==> src/rtl/intra_residue_gen.sv <==
// intra_residue_gen: forms the intra prediction (vertical / horizontal / DC) for one block
// from latched neighbours and subtracts it from the original block, one row per cycle,
// producing saturated signed 8-bit residue rows for the transform stage.
module intra_residue_gen #(
    parameter int MB_SIZE_L = 4,
    parameter int MB_SIZE_W = 4
) (
    input  logic                   clk,
    input  logic                   reset,
    input  logic                   start,
    input  logic [2:0]             mode,
    input  logic                   top_avail,
    input  logic                   left_avail,
    input  logic [8*MB_SIZE_W-1:0] toppixels,
    input  logic [8*MB_SIZE_L-1:0] leftpixels,
    input  logic                   orig_valid,
    output logic                   orig_ready,
    input  logic [8*MB_SIZE_W-1:0] orig_row,
    output logic                   res_valid,
    input  logic                   res_ready,
    output logic [8*MB_SIZE_W-1:0] res_row,
    output logic                   res_last,
    output logic                   busy,
    output logic                   mode_err
);

    localparam int LOG_W = $clog2(MB_SIZE_W);
    localparam int LOG_L = $clog2(MB_SIZE_L);
    localparam int CW    = LOG_L + 1;   // row counters must reach L to close the input side
    localparam int SUM_W = 16;          // wide enough for the sum of all neighbours
    localparam logic [CW-1:0] LAST_ROW = CW'(MB_SIZE_L - 1);
    localparam logic [CW-1:0] ROWS     = CW'(MB_SIZE_L);

    typedef enum logic [1:0] {S_IDLE, S_PRED, S_STREAM} state_t;
    typedef enum logic [1:0] {P_VERT, P_HORZ, P_DC} pred_t;

    state_t        state;
    pred_t         pred_sel;
    logic [2:0]    mode_q;
    logic          top_av_q;
    logic          left_av_q;
    logic [7:0]    top_q  [MB_SIZE_W];
    logic [7:0]    left_q [MB_SIZE_L];
    logic [7:0]    dc_q;
    logic [CW-1:0] rows_in;
    logic [CW-1:0] rows_out;

    logic [SUM_W-1:0]     sum_top;
    logic [SUM_W-1:0]     sum_left;
    logic [7:0]           dc_calc;
    logic                 err_calc;
    logic [7:0]           left_cur;
    logic [7:0]           pix_pred;
    logic [8*MB_SIZE_W-1:0] res_next;
    logic                 in_xfer;
    logic                 out_hs;

    // Difference of two unsigned pixels, clamped to the signed 8-bit residue range.
    function automatic logic [7:0] sat_residue(input logic [7:0] o, input logic [7:0] p);
        logic signed [8:0] d;
        d = $signed({1'b0, o}) - $signed({1'b0, p});
        if (d > 9'sd127)
            return 8'h7f;
        else if (d < -9'sd128)
            return 8'h80;
        else
            return d[7:0];
    endfunction

    assign in_xfer    = orig_valid && orig_ready;
    assign out_hs     = res_valid && res_ready;
    assign orig_ready = (state == S_STREAM) && (rows_in < ROWS) && (!res_valid || res_ready);
    assign busy       = (state != S_IDLE);

    // DC value and fallback decision from the latched neighbours and mode.
    always_comb begin
        // NOTE: every always_comb output gets a default first so no path can infer a latch.
        sum_top  = '0;
        sum_left = '0;
        dc_calc  = 8'd128;
        for (int c = 0; c < MB_SIZE_W; c++) sum_top  += SUM_W'(top_q[c]);
        for (int r = 0; r < MB_SIZE_L; r++) sum_left += SUM_W'(left_q[r]);
        if (top_av_q && left_av_q)
            dc_calc = 8'((sum_top + sum_left + SUM_W'(MB_SIZE_W)) >> (LOG_W + 1));
        else if (top_av_q)
            dc_calc = 8'((sum_top + SUM_W'(MB_SIZE_W / 2)) >> LOG_W);
        else if (left_av_q)
            dc_calc = 8'((sum_left + SUM_W'(MB_SIZE_L / 2)) >> LOG_L);
        err_calc = (mode_q > 3'd2)
                || (mode_q == 3'd0 && !top_av_q)
                || (mode_q == 3'd1 && !left_av_q);
    end

    // Residue for the row currently on orig_row, using the prediction chosen in PRED.
    always_comb begin
        res_next = '0;
        pix_pred = '0;
        left_cur = left_q[rows_in[CW-2:0]];
        for (int c = 0; c < MB_SIZE_W; c++) begin
            case (pred_sel)
                P_VERT:  pix_pred = top_q[c];
                P_HORZ:  pix_pred = left_cur;
                default: pix_pred = dc_q;
            endcase
            res_next[8*c +: 8] = sat_residue(orig_row[8*c +: 8], pix_pred);
        end
    end

    // Block FSM, neighbour latches, row counters and the residue output register.
    always_ff @(posedge clk) begin
        if (reset) begin
            // NOTE: the neighbour arrays are plain flops rather than a RAM, so they take the
            // synchronous reset together with the rest of the state.
            state     <= S_IDLE;
            pred_sel  <= P_VERT;
            mode_q    <= '0;
            top_av_q  <= 1'b0;
            left_av_q <= 1'b0;
            for (int c = 0; c < MB_SIZE_W; c++) top_q[c]  <= '0;
            for (int r = 0; r < MB_SIZE_L; r++) left_q[r] <= '0;
            dc_q      <= '0;
            rows_in   <= '0;
            rows_out  <= '0;
            mode_err  <= 1'b0;
            res_valid <= 1'b0;
            res_last  <= 1'b0;
            res_row   <= '0;
        end else begin
            // NOTE: state is updated with non-blocking assignments so every flop samples
            // the values from before this edge, regardless of statement order.
            case (state)
                S_IDLE: begin
                    if (start) begin
                        mode_q    <= mode;
                        top_av_q  <= top_avail;
                        left_av_q <= left_avail;
                        for (int c = 0; c < MB_SIZE_W; c++) top_q[c]  <= toppixels[8*c +: 8];
                        for (int r = 0; r < MB_SIZE_L; r++) left_q[r] <= leftpixels[8*r +: 8];
                        mode_err  <= 1'b0;
                        rows_in   <= '0;
                        rows_out  <= '0;
                        state     <= S_PRED;
                    end
                end
                S_PRED: begin
                    dc_q     <= dc_calc;
                    mode_err <= err_calc;
                    if (err_calc || mode_q == 3'd2)
                        pred_sel <= P_DC;
                    else if (mode_q == 3'd0)
                        pred_sel <= P_VERT;
                    else
                        pred_sel <= P_HORZ;
                    state    <= S_STREAM;
                end
                S_STREAM: begin
                    if (in_xfer)
                        rows_in <= rows_in + CW'(1);
                    if (out_hs) begin
                        rows_out <= rows_out + CW'(1);
                        if (rows_out == LAST_ROW)
                            state <= S_IDLE;
                    end
                end
                default: state <= S_IDLE;
            endcase

            // A new row can only arrive when the register is empty or draining this cycle.
            if (in_xfer) begin
                res_row   <= res_next;
                res_valid <= 1'b1;
                res_last  <= (rows_in == LAST_ROW);
            end else if (out_hs) begin
                res_valid <= 1'b0;
                res_last  <= 1'b0;
            end
        end
    end

endmodule

==> config.mk <==
export PLATFORM = sky130hd
export DESIGN_NAME = intra_residue_gen
export DESIGN_NICKNAME = d
export VERILOG_FILES = /design/src/rtl/intra_residue_gen.sv
export SDC_FILE = /design/constraint.sdc
export NUM_CORES = 1
export LEC_CHECK = 0
export BUFFER_PORTS_ARGS = -buffer_cell sky130_fd_sc_hd__buf_4
export CAP_MARGIN = 20
export CORE_MARGIN = 2
export CORE_UTILIZATION = 50
export CTS_CLUSTER_SIZE = 10
export DETAILED_ROUTE_END_ITERATION = 10
export PLACE_DENSITY = 0.77
export SETUP_SLACK_MARGIN = 0.3
export SLEW_MARGIN = 10
export SYNTH_ARGS = -nofsm -noshare
export SYNTH_HDL_FRONTEND = slang
export SYNTH_SLANG_ARGS = --single-unit
export TNS_END_PERCENT = 1
==> constraint.sdc <==
create_clock -name clk -period 5 [get_ports clk]
set_input_delay 0 -clock clk [delete_from_list [all_inputs] [get_ports clk]]
set_output_delay 0 -clock clk [all_outputs]
set_load 0.05 [all_outputs]
======== Yosys cells after proc, flatten, opt, wreduce, memory -nomap -nowiden ========
Memory sizes are Yosys's and may differ from the RTL's. A register that Yosys moved wholly into a read port is not among the register bits.
Index checks and enable logic that the tools add are counted.
storage, ports and cells
  bits in writable memories ............... 64
  output and inout bits ................... 37
  register bits ........................... 58
  word-level logic and storage cells ...... 132
  memories ................................ 2
memories
  memory  depth  bits a word  rd ports  clocked after Yosys merged registers in  wr ports  RTL line  text
  left_q  4      8            5         1                                        4         43        logic [7:0] left_q [MB_SIZE_L];
  top_q   4      8            4         0                                        4         42        logic [7:0] top_q [MB_SIZE_W];
operators by class
  reductions and logical operators ........ 26
  eq/ne operators ......................... 11
  magnitude comparators ................... 10
  bitwise logic cells ..................... 8
  muxes and demuxes ....................... 47
  add/subtract/negate cells ............... 16
operators by type and width
  cell                                                            number
  two-way mux 8 bit                                               19
  one-hot mux 8 bit (2 select lines)                              4
  greater-than comparator 9 x 8 -> 1 bit (second input constant)  4
  less-than comparator 9 x 8 -> 1 bit (second input constant)     4
  subtractor 8 x 8 -> 9 bit                                       4
  adder 10 x 8 -> 11 bit                                          2
  adder 10 x 2 -> 10 bit (second input constant)                  2
  adder 9 x 8 -> 10 bit                                           2
  adder 8 x 8 -> 9 bit                                            2
  two-way mux 2 bit                                               6
  one-hot mux 3 bit (2 select lines)                              2
  adder 11 bit                                                    1
  adder 11 x 3 -> 11 bit (second input constant)                  1
  two-way mux 1 bit                                               11
  equality test 3 x 2 -> 1 bit (second input constant)            3
  two-way mux 3 bit                                               3
  AND reduction 3 bit                                             3
  OR 1 bit                                                        8
  nonzero test 2 bit                                              4
  logical AND 1 bit                                               7
  adder 3 x 1 -> 3 bit (second input constant)                    2
  inequality test 2 bit (second input constant)                   3
  one-hot mux 2 bit (3 select lines)                              1
  equality test 2 x 1 -> 1 bit (second input constant)            2
  11 further kinds                                                18

======== Longest topological paths before layout ========
Gate-level depths: netlist of the first run.
  depth in word-level cells ............... 8
  depth in mapped cells ................... 19
  gate-level depth less buffers ........... 19

======== Least setup slack after synthesis of the first run ========
Ideal clock, no wire load.
  kind .................................... reg2reg
  from .................................... mem top_q[2][1]
  to ...................................... reg dc_q[7]
  period minus slack after synthesis ...... 4.725 ns
  arrival time ............................ 4.605 ns
  setup slack ............................. 0.275 ns
  stages on the path, launching flop included .. 20
  cell sequence ........................... edfxtp_1 inv_1 fa_1 fa_1 inv_1 ha_1 fa_1 a211oi_1 o21bai_1 a21oi_2 xnor2_2 xor2_1 ha_1 and3_1 a221o_1 a21o_1 a21oi_1 xor2_1 o22ai_1 o31a_1
RTL lines
  item                  RTL line  text
  start, declared       42
  end signal, assigned  146       dc_q <= dc_calc;
  end, declared         44        logic [7:0] dc_q;

==> flow_summary.json, run 1 <==
{
  "status": "finished with violations",
  "violations": "design-rule violations",
  "worst_pin_slew_ns": 1.03,
  "cts.htree.levels": 4,
  "timing.rr.start": "top_q[1][1]$_SDFFCE_PN0P_",
  "ys_ff_latch": 124,
  "drt_wl_total_mm": 23.9,
  "core_sq_um": 18100,
  "worstSetupPathType": "reg2reg",
  "synthCells": 990,
  "die_y_microns": 140,
  "grtUsageMet3_pct": 5.47,
  "met2_usage_pct": 41.7,
  "viasPerCell": 5.43,
  "rows": 49,
  "rsz0062_at_grt": "true",
  "ys_dominant_reg_cell": "edfxtp_1",
  "synth_area_leaders": "edfxtp_1 (21%), dfxtp_1 (13%), ha_1 (9.7%), fa_1 (7.8%), inv_1 (5.6%)",
  "gr-max-usage-layer": "met2",
  "worstPathCellList": "inv_2, fa_1, fa_1, inv_2, ha_4, fa_2, buf_4, xor2_4, ha_1, ha_1, nor3_2, a211oi_2, a221o_1, a21o_1, a21oi_2, xor2_1, o22ai_1, o31a_1",
  "synth_seq_area_share_pct": 33.8,
  "slowest_stage": "fa_1",
  "critical_path_required_ns": 5.31,
  "totalPowerFinal_w": 0.00573,
  "start_util_pct": 51.1,
  "synth.distinct_cells": 71,
  "dieArea_sq_um": 19600,
  "nNetsFinal": 1409,
  "area_delta_synth_final_pct": 29.4,
  "drc": 13,
  "antenna_cells": 0,
  "timing.reg2reg.setup_slack_ns": 0.31,
  "regToRegEndpoint": "dc_q[7]$_SDFFE_PP0P_",
  "tns_ns": 0,
  "relSlewSlack_pct": 31.0,
  "synth_area_leader_cell": "edfxtp_1",
  "period_minus_slack_ns": 4.69,
  "hold_class": "in2reg",
  "timing.final.crit_share_pct": 93.8,
  "cts_tree": "yes",
  "crit_arrival_ns": 5.01,
  "cp-end-kind": "flop",
  "synth_fp_nets": 1204,
  "use_met1_pct": 33.2,
  "clock_path_buffers": 2,
  "power_density_nw_per_um2": 478,
  "synth_edf_count": 64,
  "grt_pass1_vias": 7752,
  "antenna_found_initial": 0,
  "place_ws_ns": 0.124,
  "grt_pass1_wl_mm": 38.9,
  "overflow": 0,
  "avgSynthCellArea_sq_um": 9.34,
  "hold_end": "state[0]$_SDFFE_PP0P_",
  "dp_hpwl_mm": 17.3,
  "grt.total_usage_pct": 25.3,
  "hold_viol": 0,
  "timing.fmax_mhz": 213,
  "clk_pin_slew_ns": 0.06,
  "numCtsBuffers": 17,
  "min_path_cells": 3,
  "wl_per_cell_microns": 16.6,
  "drtIter0Drc": 564,
  "ys_warn_count": 0,
  "hold_ws_ns": 0.0799,
  "cpPeakStageDelay_ns": 0.50,
  "clk_latency_ns": 0.43,
  "cp_max_fo": 5,
  "startpoint_type": "flop",
  "p_leak_nw": 5.13,
  "routabilityCongestion": 0.946,
  "min_from": "start",
  "pin_count": 143,
  "syn-cell-area_sq_um": 9250,
  "final_util_pct": 66.2,
  "synth_top_area_share_pct": 20.8,
  "vias": 7799,
  "grt_max_degree": 65,
  "die-width_microns": 140,
  "path_buf_inv": 3,
  "finalSetupViolCount": 0,
  "finalClockSkew_ns": 0.0153,
  "cts-root-buf": "clkbuf_16",
  "slew_viol_final": 0,
  "fin_ws_ns": 0.308,
  "final_antenna_net_count": 0,
  "cts.sinks": 124,
  "irDropWorstVdd_mv": 0.337,
  "io_buffers": 142,
  "drive_gt1_share_pct": 20.5,
  "rr_worst_depth": 18,
  "cap_violations": 0,
  "critical_path.top_delay_family": "adder cells",
  "async_reset_ff_share_pct": 0,
  "drtPass1Iterations": 9
}
what timing repair did:
action                                  in CTS  in global routing
endpoints found under the hold margin       72                  0
pin swaps                                   10                 28
endpoints found under the setup margin       2                  2
setup buffers                                4                  5
gates resized for setup                     12                 14
hold buffers                                70                  0
cloned                                       0                  0
cell usage after synthesis, drive strengths merged (27+ instances only):
| cell | count |
|---|---|
| dfxtp | 60 |
| nand2 | 33 |
| and2 | 67 |
| a211oi | 32 |
| ha | 72 |
| inv | 139 |
| fa | 36 |
| nor2 | 61 |
| clkbuf | 32 |
| edfxtp | 64 |
| xnor2 | 27 |
| o21ai | 53 |
| a21oi | 66 |
| nor3 | 41 |
cell usage in the layout, fill, tap and decap left out, types with 32 or more instances in the layout:
master / count
dlygate4sd3_1: 70
inv_1: 134
fa_1: 34
a21oi_1: 58
o21ai_0: 37
dfxtp_1: 60
and2_1: 67
nand2_1: 32
ha_1: 67
edfxtp_1: 64
nor2_1: 59
buf_4: 160
nor3_1: 37
layout make-up:
class                   count  area [sq um]
fillers                  1399          6120
multi-input cells         682          5510
flip-flops and latches    124          3120
repair buffers            231          1920
inverters                 139           522
clock buffers              18           439
well taps                 229           287
clock inverters            14           168
kinds of logic (layout without fill, tap and decap cells):
family	count (synthesis)	count (layout)	synth area share [%]
mux	9	9	2.07
compound gates	212	212	15.1
simple gates	290	290	17.0
fa+ha+maj	123	123	19.2
flops	124	124	33.8
xor+xnor	48	48	4.79
buf+inv	184	402	8.13
worst max-delay path by stage:
stage | end | from | depth (start not counted) | slack [ns]
5_1_grt | dc_q[7]$_SDFFE_PP0P_ | top_q[1][1]$_SDFFCE_PN0P_ | 19 | 0.12
2_1_floorplan | dc_q[7]$_SDFFE_PP0P_ | top_q[2][3]$_SDFFCE_PN0P_ | 19 | 0.31
3_5_place_dp | dc_q[7]$_SDFFE_PP0P_ | top_q[1][2]$_SDFFCE_PN0P_ | 19 | 0.12
6_report | dc_q[7]$_SDFFE_PP0P_ | top_q[1][1]$_SDFFCE_PN0P_ | 18 | 0.31
3_3_place_gp | dc_q[7]$_SDFFE_PP0P_ | left_q[3][1]$_SDFFCE_PN0P_ | 19 | 0.23
4_1_cts | dc_q[7]$_SDFFE_PP0P_ | top_q[2][1]$_SDFFCE_PN0P_ | 19 | 0.30
per-stage QoR:
| step | area, sq um | std cells |
|---|---|---|
| after floorplan | 9250 | 990 |
| after global routing | 12000 | 1437 |
| after CTS | 11900 | 1432 |
| after global placement | 10500 | 1326 |
| after detailed placement | 10500 | 1326 |
| final | 12000 | 1437 |
power by group:
group	total, W	switching (W)	internal [W]
combinational	0.00325	0.00173	0.00151
clock	0.00127	0.000476	0.000796
sequential	0.00121	0.0000545	0.00115
total	0.00573	0.00226	0.00346
routing by layer:
metal / up-vias / share of wire (%)
li1: 3844 / -
met1: 3669 / 44
met2: 250 / 47
met3: 36 / 7.4
met4: 0 / 2.0
met5: - / 0
registers in the layout, summed over array words and instances (netlist names), 2 cells and up, named ones only:
register,cells
dc_q,8
left_q,32
mode_q,3
state,2
pred_sel,2
top_q,32
rows_out,3
res_row,32
rows_in,3
worst register-to-register path: cells and delay by family (launching register included):
| kind | cells | cell delay (ns) |
|---|---|---|
| XOR/XNOR | 2 | 0.34 |
| AND/OR/NAND/NOR | 1 | 0.19 |
| buffers and inverters | 3 | 0.29 |
| flip-flops | 1 | 0.41 |
| adder cells (fa/ha/maj) | 6 | 2.11 |
| AO/OA/AOI/OAI | 6 | 1.25 |
(Power assumes the default switching activity.)
==> run 2, diff against run 1 <==
Settings changed: PLACE_DENSITY 0.77 to 0.75.
Clock period 5 ns to 4.6 ns, I/O delays scaled along.
==> run 2 against run 1 <==
Net effect: non-clock buffer count up 8; highest routed layer unchanged; register-to-register slack lost 0.37 ns; wire length up 0.17%; the flow finishes with violations (design-rule violations, negative setup slack); final area grew 1.2%; cell count up 0.56%.
==> flow_summary.json, run 2 (synthesis results as in run 1) <==
{
  "path_buf_inv": 2,
  "critical_path.top_delay_family": "adder cells",
  "crit_start": "top_q[1][1]$_SDFFCE_PN0P_",
  "worstSetupPathType": "reg2reg",
  "status": "finished with violations",
  "pin_count": 143,
  "slowest_stage": "fa_1",
  "overflow": 0,
  "register_area_sq_um": 3120,
  "finalSetupViolCount": 1,
  "dieArea_sq_um": 19600,
  "rsz0062_at_grt": "true",
  "finalClockSkew_ns": 0.0136,
  "totalPowerFinal_w": 0.00646,
  "drtPass1Iterations": 10,
  "place_area_sq_um": 10600,
  "num-fill-cells": 1399,
  "timing.fmax_mhz": 215,
  "drtIter0Drc": 484,
  "grt_pass1_wl_mm": 39.0,
  "hold_end": "rows_out[1]$_SDFFE_PP0P_",
  "p_leak_nw": 5.20,
  "drc": 12,
  "drt_wl_total_mm": 23.9,
  "grt.total_usage_pct": 25.4,
  "final_antenna_net_count": 0,
  "relSlewSlack_pct": 31.5,
  "slew_viol_final": 0,
  "regToRegEndpoint": "dc_q[7]$_SDFFE_PP0P_",
  "worstPathCellList": "inv_2, fa_1, fa_1, inv_2, ha_4, fa_2, a211oi_2, o21bai_1, a21oi_2, xnor2_2, xor2_2, ha_4, and3_4, a221o_1, a21o_1, a21oi_2, xor2_1, o22ai_1, o31a_1",
  "viasPerCell": 5.38,
  "min_path_cells": 2,
  "final_cell_mix": "buf_4 (169), inv_1 (132), dlygate4sd3_1 (70)",
  "dp_cells": 1334,
  "drive_gt1_share_pct": 21.8,
  "cts_tree": "yes",
  "cp_max_fo": 3,
  "timing.final.crit_share_pct": 101,
  "antenna_found_initial": 0,
  "min_from": "reset",
  "io_buffers": 142,
  "period_minus_slack_ns": 4.66,
  "crit_arrival_ns": 4.98,
  "area_delta_synth_final_pct": 31.0,
  "rr_worst_depth": 19,
  "cts-root-buf": "clkbuf_16",
  "antenna_cells": 0,
  "grt_max_degree": 65,
  "die-width_microns": 140,
  "startpoint_type": "flop",
  "numCtsBuffers": 17,
  "clk_latency_ns": 0.44,
  "violations": "design-rule violations, negative setup slack",
  "grt_pass1_vias": 7703,
  "largestRegisters": "left_q (32), res_row (32), top_q (32)",
  "worst_pin_slew_ns": 1.03,
  "dp_hpwl_mm": 17.4,
  "place_ws_ns": -0.0908,
  "nNetsFinal": 1417,
  "mostFrequentLayoutCell": "buf_4",
  "irDropWorstVdd_mv": 0.485,
  "vias": 7777,
  "timing.reg2reg.setup_slack_ns": -0.06,
  "cts.sinks": 124,
  "start_util_pct": 51.1,
  "clock_path_buffers": 2,
  "rows": 49,
  "routabilityCongestion": 0.911,
  "core_sq_um": 18100,
  "die_y_microns": 140,
  "power_density_nw_per_um2": 533,
  "fin_ws_ns": -0.0604,
  "timing.rr.start": "top_q[1][1]$_SDFFCE_PN0P_",
  "wl_per_cell_microns": 16.6,
  "fin_cells": 1445,
  "cap_violations": 0,
  "cpPeakStageDelay_ns": 0.52,
  "hold_class": "in2reg",
  "hold_viol": 0,
  "cts.htree.levels": 4,
  "clk_pin_slew_ns": 0.06,
  "cp-end-kind": "flop",
  "multi_input_area_sq_um": 5560,
  "fin_area_sq_um": 12100,
  "critical_path_required_ns": 4.92,
  "hold_ws_ns": 0.0788
}
run 2: changes by cell type in the layout (fill, tap and decap cells not counted), moves of 2 or more:
cell / delta
inv_1: -2
o21ai_2: +2
inv_2: +2
clkinvlp_4: -2
ha_1: -3
buf_4: +9
ha_4: +3
xor2_2: +2
bufinv_16: +2
run 2: per-stage QoR:
step	util, %	setup TNS, ns
after floorplan	-	0
after global placement	58.7	0
after detailed placement	58.7	-0.0940
after CTS	66.6	-0.0151
after global routing	67.0	-0.373
final	67.0	-0.0604
run 2: how the worst max path moves through the flow:
stage	cells past startpoint	end	slack [ns]
3_5_place_dp	19	dc_q[7]$_SDFFE_PP0P_	-0.09
4_1_cts	19	dc_q[7]$_SDFFE_PP0P_	-0.02
5_1_grt	19	dc_q[7]$_SDFFE_PP0P_	-0.27
3_3_place_gp	19	dc_q[7]$_SDFFE_PP0P_	0.01
2_1_floorplan	19	dc_q[7]$_SDFFE_PP0P_	0.16
6_report	19	dc_q[7]$_SDFFE_PP0P_	-0.06
run 2: layout make-up:
class,instances,area share [%]
multi-input cells,682,45.9
flip-flops and latches,124,25.8
repair buffers,239,16.3
inverters,139,4.31
clock buffers,18,3.63
well taps,229,2.37
clock inverters,14,1.79
run 2: repair_timing:
| action | 4_1_cts | 5_1_grt |
|---|---|---|
| endpoints found under the setup margin | 5 | 7 |
| endpoints found under the hold margin | 72 | 0 |
| hold buffers | 70 | 0 |
| gates resized for setup | 9 | 10 |
| setup buffers | 4 | 5 |
| pin swaps | 12 | 13 |
run 2: worst register-to-register path, stage by stage, from the launching register on:
cell,delay [ns]
edfxtp_1,0.41
inv_2,0.08
fa_1,0.44
fa_1,0.52
inv_2,0.05
ha_4,0.17
fa_2,0.37
a211oi_2,0.19
o21bai_1,0.09
a21oi_2,0.21
xnor2_2,0.20
xor2_2,0.20
ha_4,0.22
and3_4,0.17
a221o_1,0.38
a21o_1,0.20
a21oi_2,0.13
xor2_1,0.17
o22ai_1,0.09
o31a_1,0.26
run 2: power by group:
group          total (W)  leakage [nW]  internal, W  switching (W)
Combinational    0.00364          3.70      0.00173        0.00191
Clock            0.00151         0.322     0.000977       0.000530
Sequential       0.00131          1.18      0.00125      0.0000587
Total            0.00646          5.20      0.00396        0.00250
run 2: layer usage:
layer  track usage [%]  vias up  routed length [microns]
met5                 0        -                        0
met4              8.35        0                      464
met3              4.55       33                     1440
met2              43.0      230                    11400
met1              33.3     3663                    10600
li1                  -     3851                        -
==> run 3, diff against run 2 <==
Settings changed: PLACE_DENSITY 0.75 to 0.77.
Clock period 4.6 ns to 3.75 ns, I/O delays scaled along.
==> run 3 against run 2 <==
Net effect: combinational power grew 38%; maximum frequency grew 1.4%; flip-flop and latch count is the same; the flow still finishes with violations (design-rule violations, negative setup slack); register-to-register slack lost 0.78 ns; critical path type unchanged; non-clock buffer count grew 57.
==> flow_summary.json, run 3 (synthesis results as in run 1) <==
{
  "status": "finished with violations",
  "violations": "design-rule violations, negative setup slack",
  "largestRegisters": "left_q (32), res_row (32), top_q (32)",
  "wl_per_cell_microns": 17.0,
  "rsz0062_at_grt": "true",
  "clock_path_buffers": 2,
  "critical_path_required_ns": 4.06,
  "hold_viol": 0,
  "relSlewSlack_pct": 53.7,
  "totalPowerFinal_w": 0.00831,
  "rows": 49,
  "overflow": 0,
  "sw_frac_of_total_pct": 38.9,
  "cts.sinks": 124,
  "grt_pass1_vias": 8040,
  "pin_count": 143,
  "start_util_pct": 51.1,
  "power_density_nw_per_um2": 651,
  "io_buffers": 142,
  "clk_latency_ns": 0.42,
  "num-fill-cells": 1284,
  "grt_max_degree": 65,
  "clkPwrFrac_pct": 20.1,
  "antenna_found_initial": 0,
  "final_antenna_net_count": 0,
  "clk_pin_slew_ns": 0.06,
  "pwr-share-seq_pct": 19.4,
  "fin_ws_ns": -0.844,
  "timing.final.crit_share_pct": 123,
  "cts.htree.levels": 4,
  "cp-end-kind": "flop",
  "drtPass1Iterations": 11,
  "hold_ws_ns": 0.0823,
  "drc": 13,
  "area_delta_synth_final_pct": 38.1,
  "mostFrequentLayoutCell": "buf_4",
  "irDropWorstVdd_mv": 0.535,
  "period_minus_slack_ns": 4.59,
  "finalSetupViolCount": 8,
  "numCtsBuffers": 17,
  "dieArea_sq_um": 19600,
  "antenna_cells": 0,
  "nNetsFinal": 1474,
  "drive_gt1_share_pct": 28.6,
  "die_y_microns": 140,
  "intPower_w": 0.00508,
  "timing.fmax_mhz": 218,
  "cap_violations": 0,
  "vias": 8113,
  "dp_cells": 1398,
  "p_leak_nw": 5.51,
  "startpoint_type": "flop",
  "cts-root-buf": "clkbuf_16",
  "hold_class": "in2reg",
  "drtIter0Drc": 461,
  "grt_pass1_wl_mm": 40.2,
  "fin_cells": 1501,
  "final_cell_mix": "buf_4 (223), inv_1 (136), dlygate4sd3_1 (70)",
  "final_util_pct": 70.6,
  "grt.total_usage_pct": 26.2,
  "worst_pin_slew_ns": 0.695,
  "die-width_microns": 140,
  "dp_hpwl_mm": 18.0,
  "cp_max_fo": 3,
  "crit_arrival_ns": 4.90,
  "routabilityCongestion": 0.906,
  "worstSetupPathType": "reg2reg",
  "finalClockSkew_ns": 0.00893,
  "viasPerCell": 5.41,
  "core_sq_um": 18100,
  "drt_wl_total_mm": 25.5,
  "cts_tree": "yes",
  "netSwitchingPower_w": 0.00323,
  "combPwrFrac_pct": 60.6,
  "slew_viol_final": 0
}
## run 3: changes by cell type in the layout (fill, tap and decap cells not counted), sizes merged
cell | previous run | this run
buf | 169 | 226
bufinv | 5 | 3
clkbuf | 18 | 19
clkinv | 7 | 5
clkinvlp | 0 | 3
inv | 141 | 140
## run 3: worst paths after layout
check                             startpoint                        to  slack (ns)  cells after the start
hold / removal                         reset  rows_out[2]$_SDFFE_PP0P_        0.08                      2
setup reg to reg  left_q[3][1]$_SDFFCE_PN0P_      dc_q[7]$_SDFFE_PP0P_       -0.84                     19
setup / recovery  left_q[3][1]$_SDFFCE_PN0P_      dc_q[7]$_SDFFE_PP0P_       -0.84                     19
hold reg to reg      res_row[7]$_SDFFE_PP0P_   res_row[7]$_SDFFE_PP0P_        0.45                      2
## run 3: critical path: stages, from the launching register on
cell      delay, ns
edfxtp_1       0.36
inv_1          0.07
fa_1           0.53
inv_1          0.05
fa_1           0.45
ha_1           0.23
fa_1           0.40
and3_4         0.21
o21ai_2        0.14
a21oi_1        0.11
nand2b_4       0.16
xor2_2         0.19
ha_4           0.23
and3_1         0.18
a221o_1        0.33
a21o_1         0.20
a21oi_2        0.13
xor2_1         0.15
o22ai_1        0.09
o31a_1         0.25
## run 3: routing by layer
metal	share of wire (%)	up-vias	GRT usage, %
met5	0	-	0
met4	2.3	0	8.13
met2	48	276	45.0
li1	-	3972	-
met1	44	3825	33.8
met3	6.0	40	4.51
## run 3: cell type report
type	instances	area, sq um	area share [%]
multi-input cells	682	5830	45.6
flip-flops and latches	124	3130	24.5
repair buffers	296	2430	19.0
inverters	139	522	4.08
clock buffers	19	433	3.39
well taps	229	287	2.24
clock inverters	12	148	1.16
## run 3: through the flow
| step | TNS (ns) | setup WS, ns | cell area (sq um) |
|---|---|---|---|
| finish | -4.84 | -0.844 | 12800 |
| global route | -6.75 | -1.05 | 12800 |
| CTS | -4.95 | -0.871 | 12500 |
| detailed placement | -5.09 | -0.921 | 11100 |
| global placement | -4.32 | -0.836 | 11100 |
| floorplan | -2.51 | -0.691 | 9360 |
## run 3: power groups by stage
stage / Clock (W) / Sequential (W) / Combinational, W
finish: 0.00167 / 0.00161 / 0.00503
global route: 0.00174 / 0.00162 / 0.00556
CTS: 0.00168 / 0.00161 / 0.00486
detailed placement: 0 / 0.00163 / 0.00465
global placement: 0 / 0.00163 / 0.00450
floorplan: 0 / 0.00168 / 0.00306
## run 3: timing repair
action	in CTS	in global routing
hold endpoints to repair	72	0
endpoints found under the setup margin	36	36
setup buffers	1	0
hold buffers	70	0
cloned	0	0
pin swaps	8	39
gates resized for setup	32	52
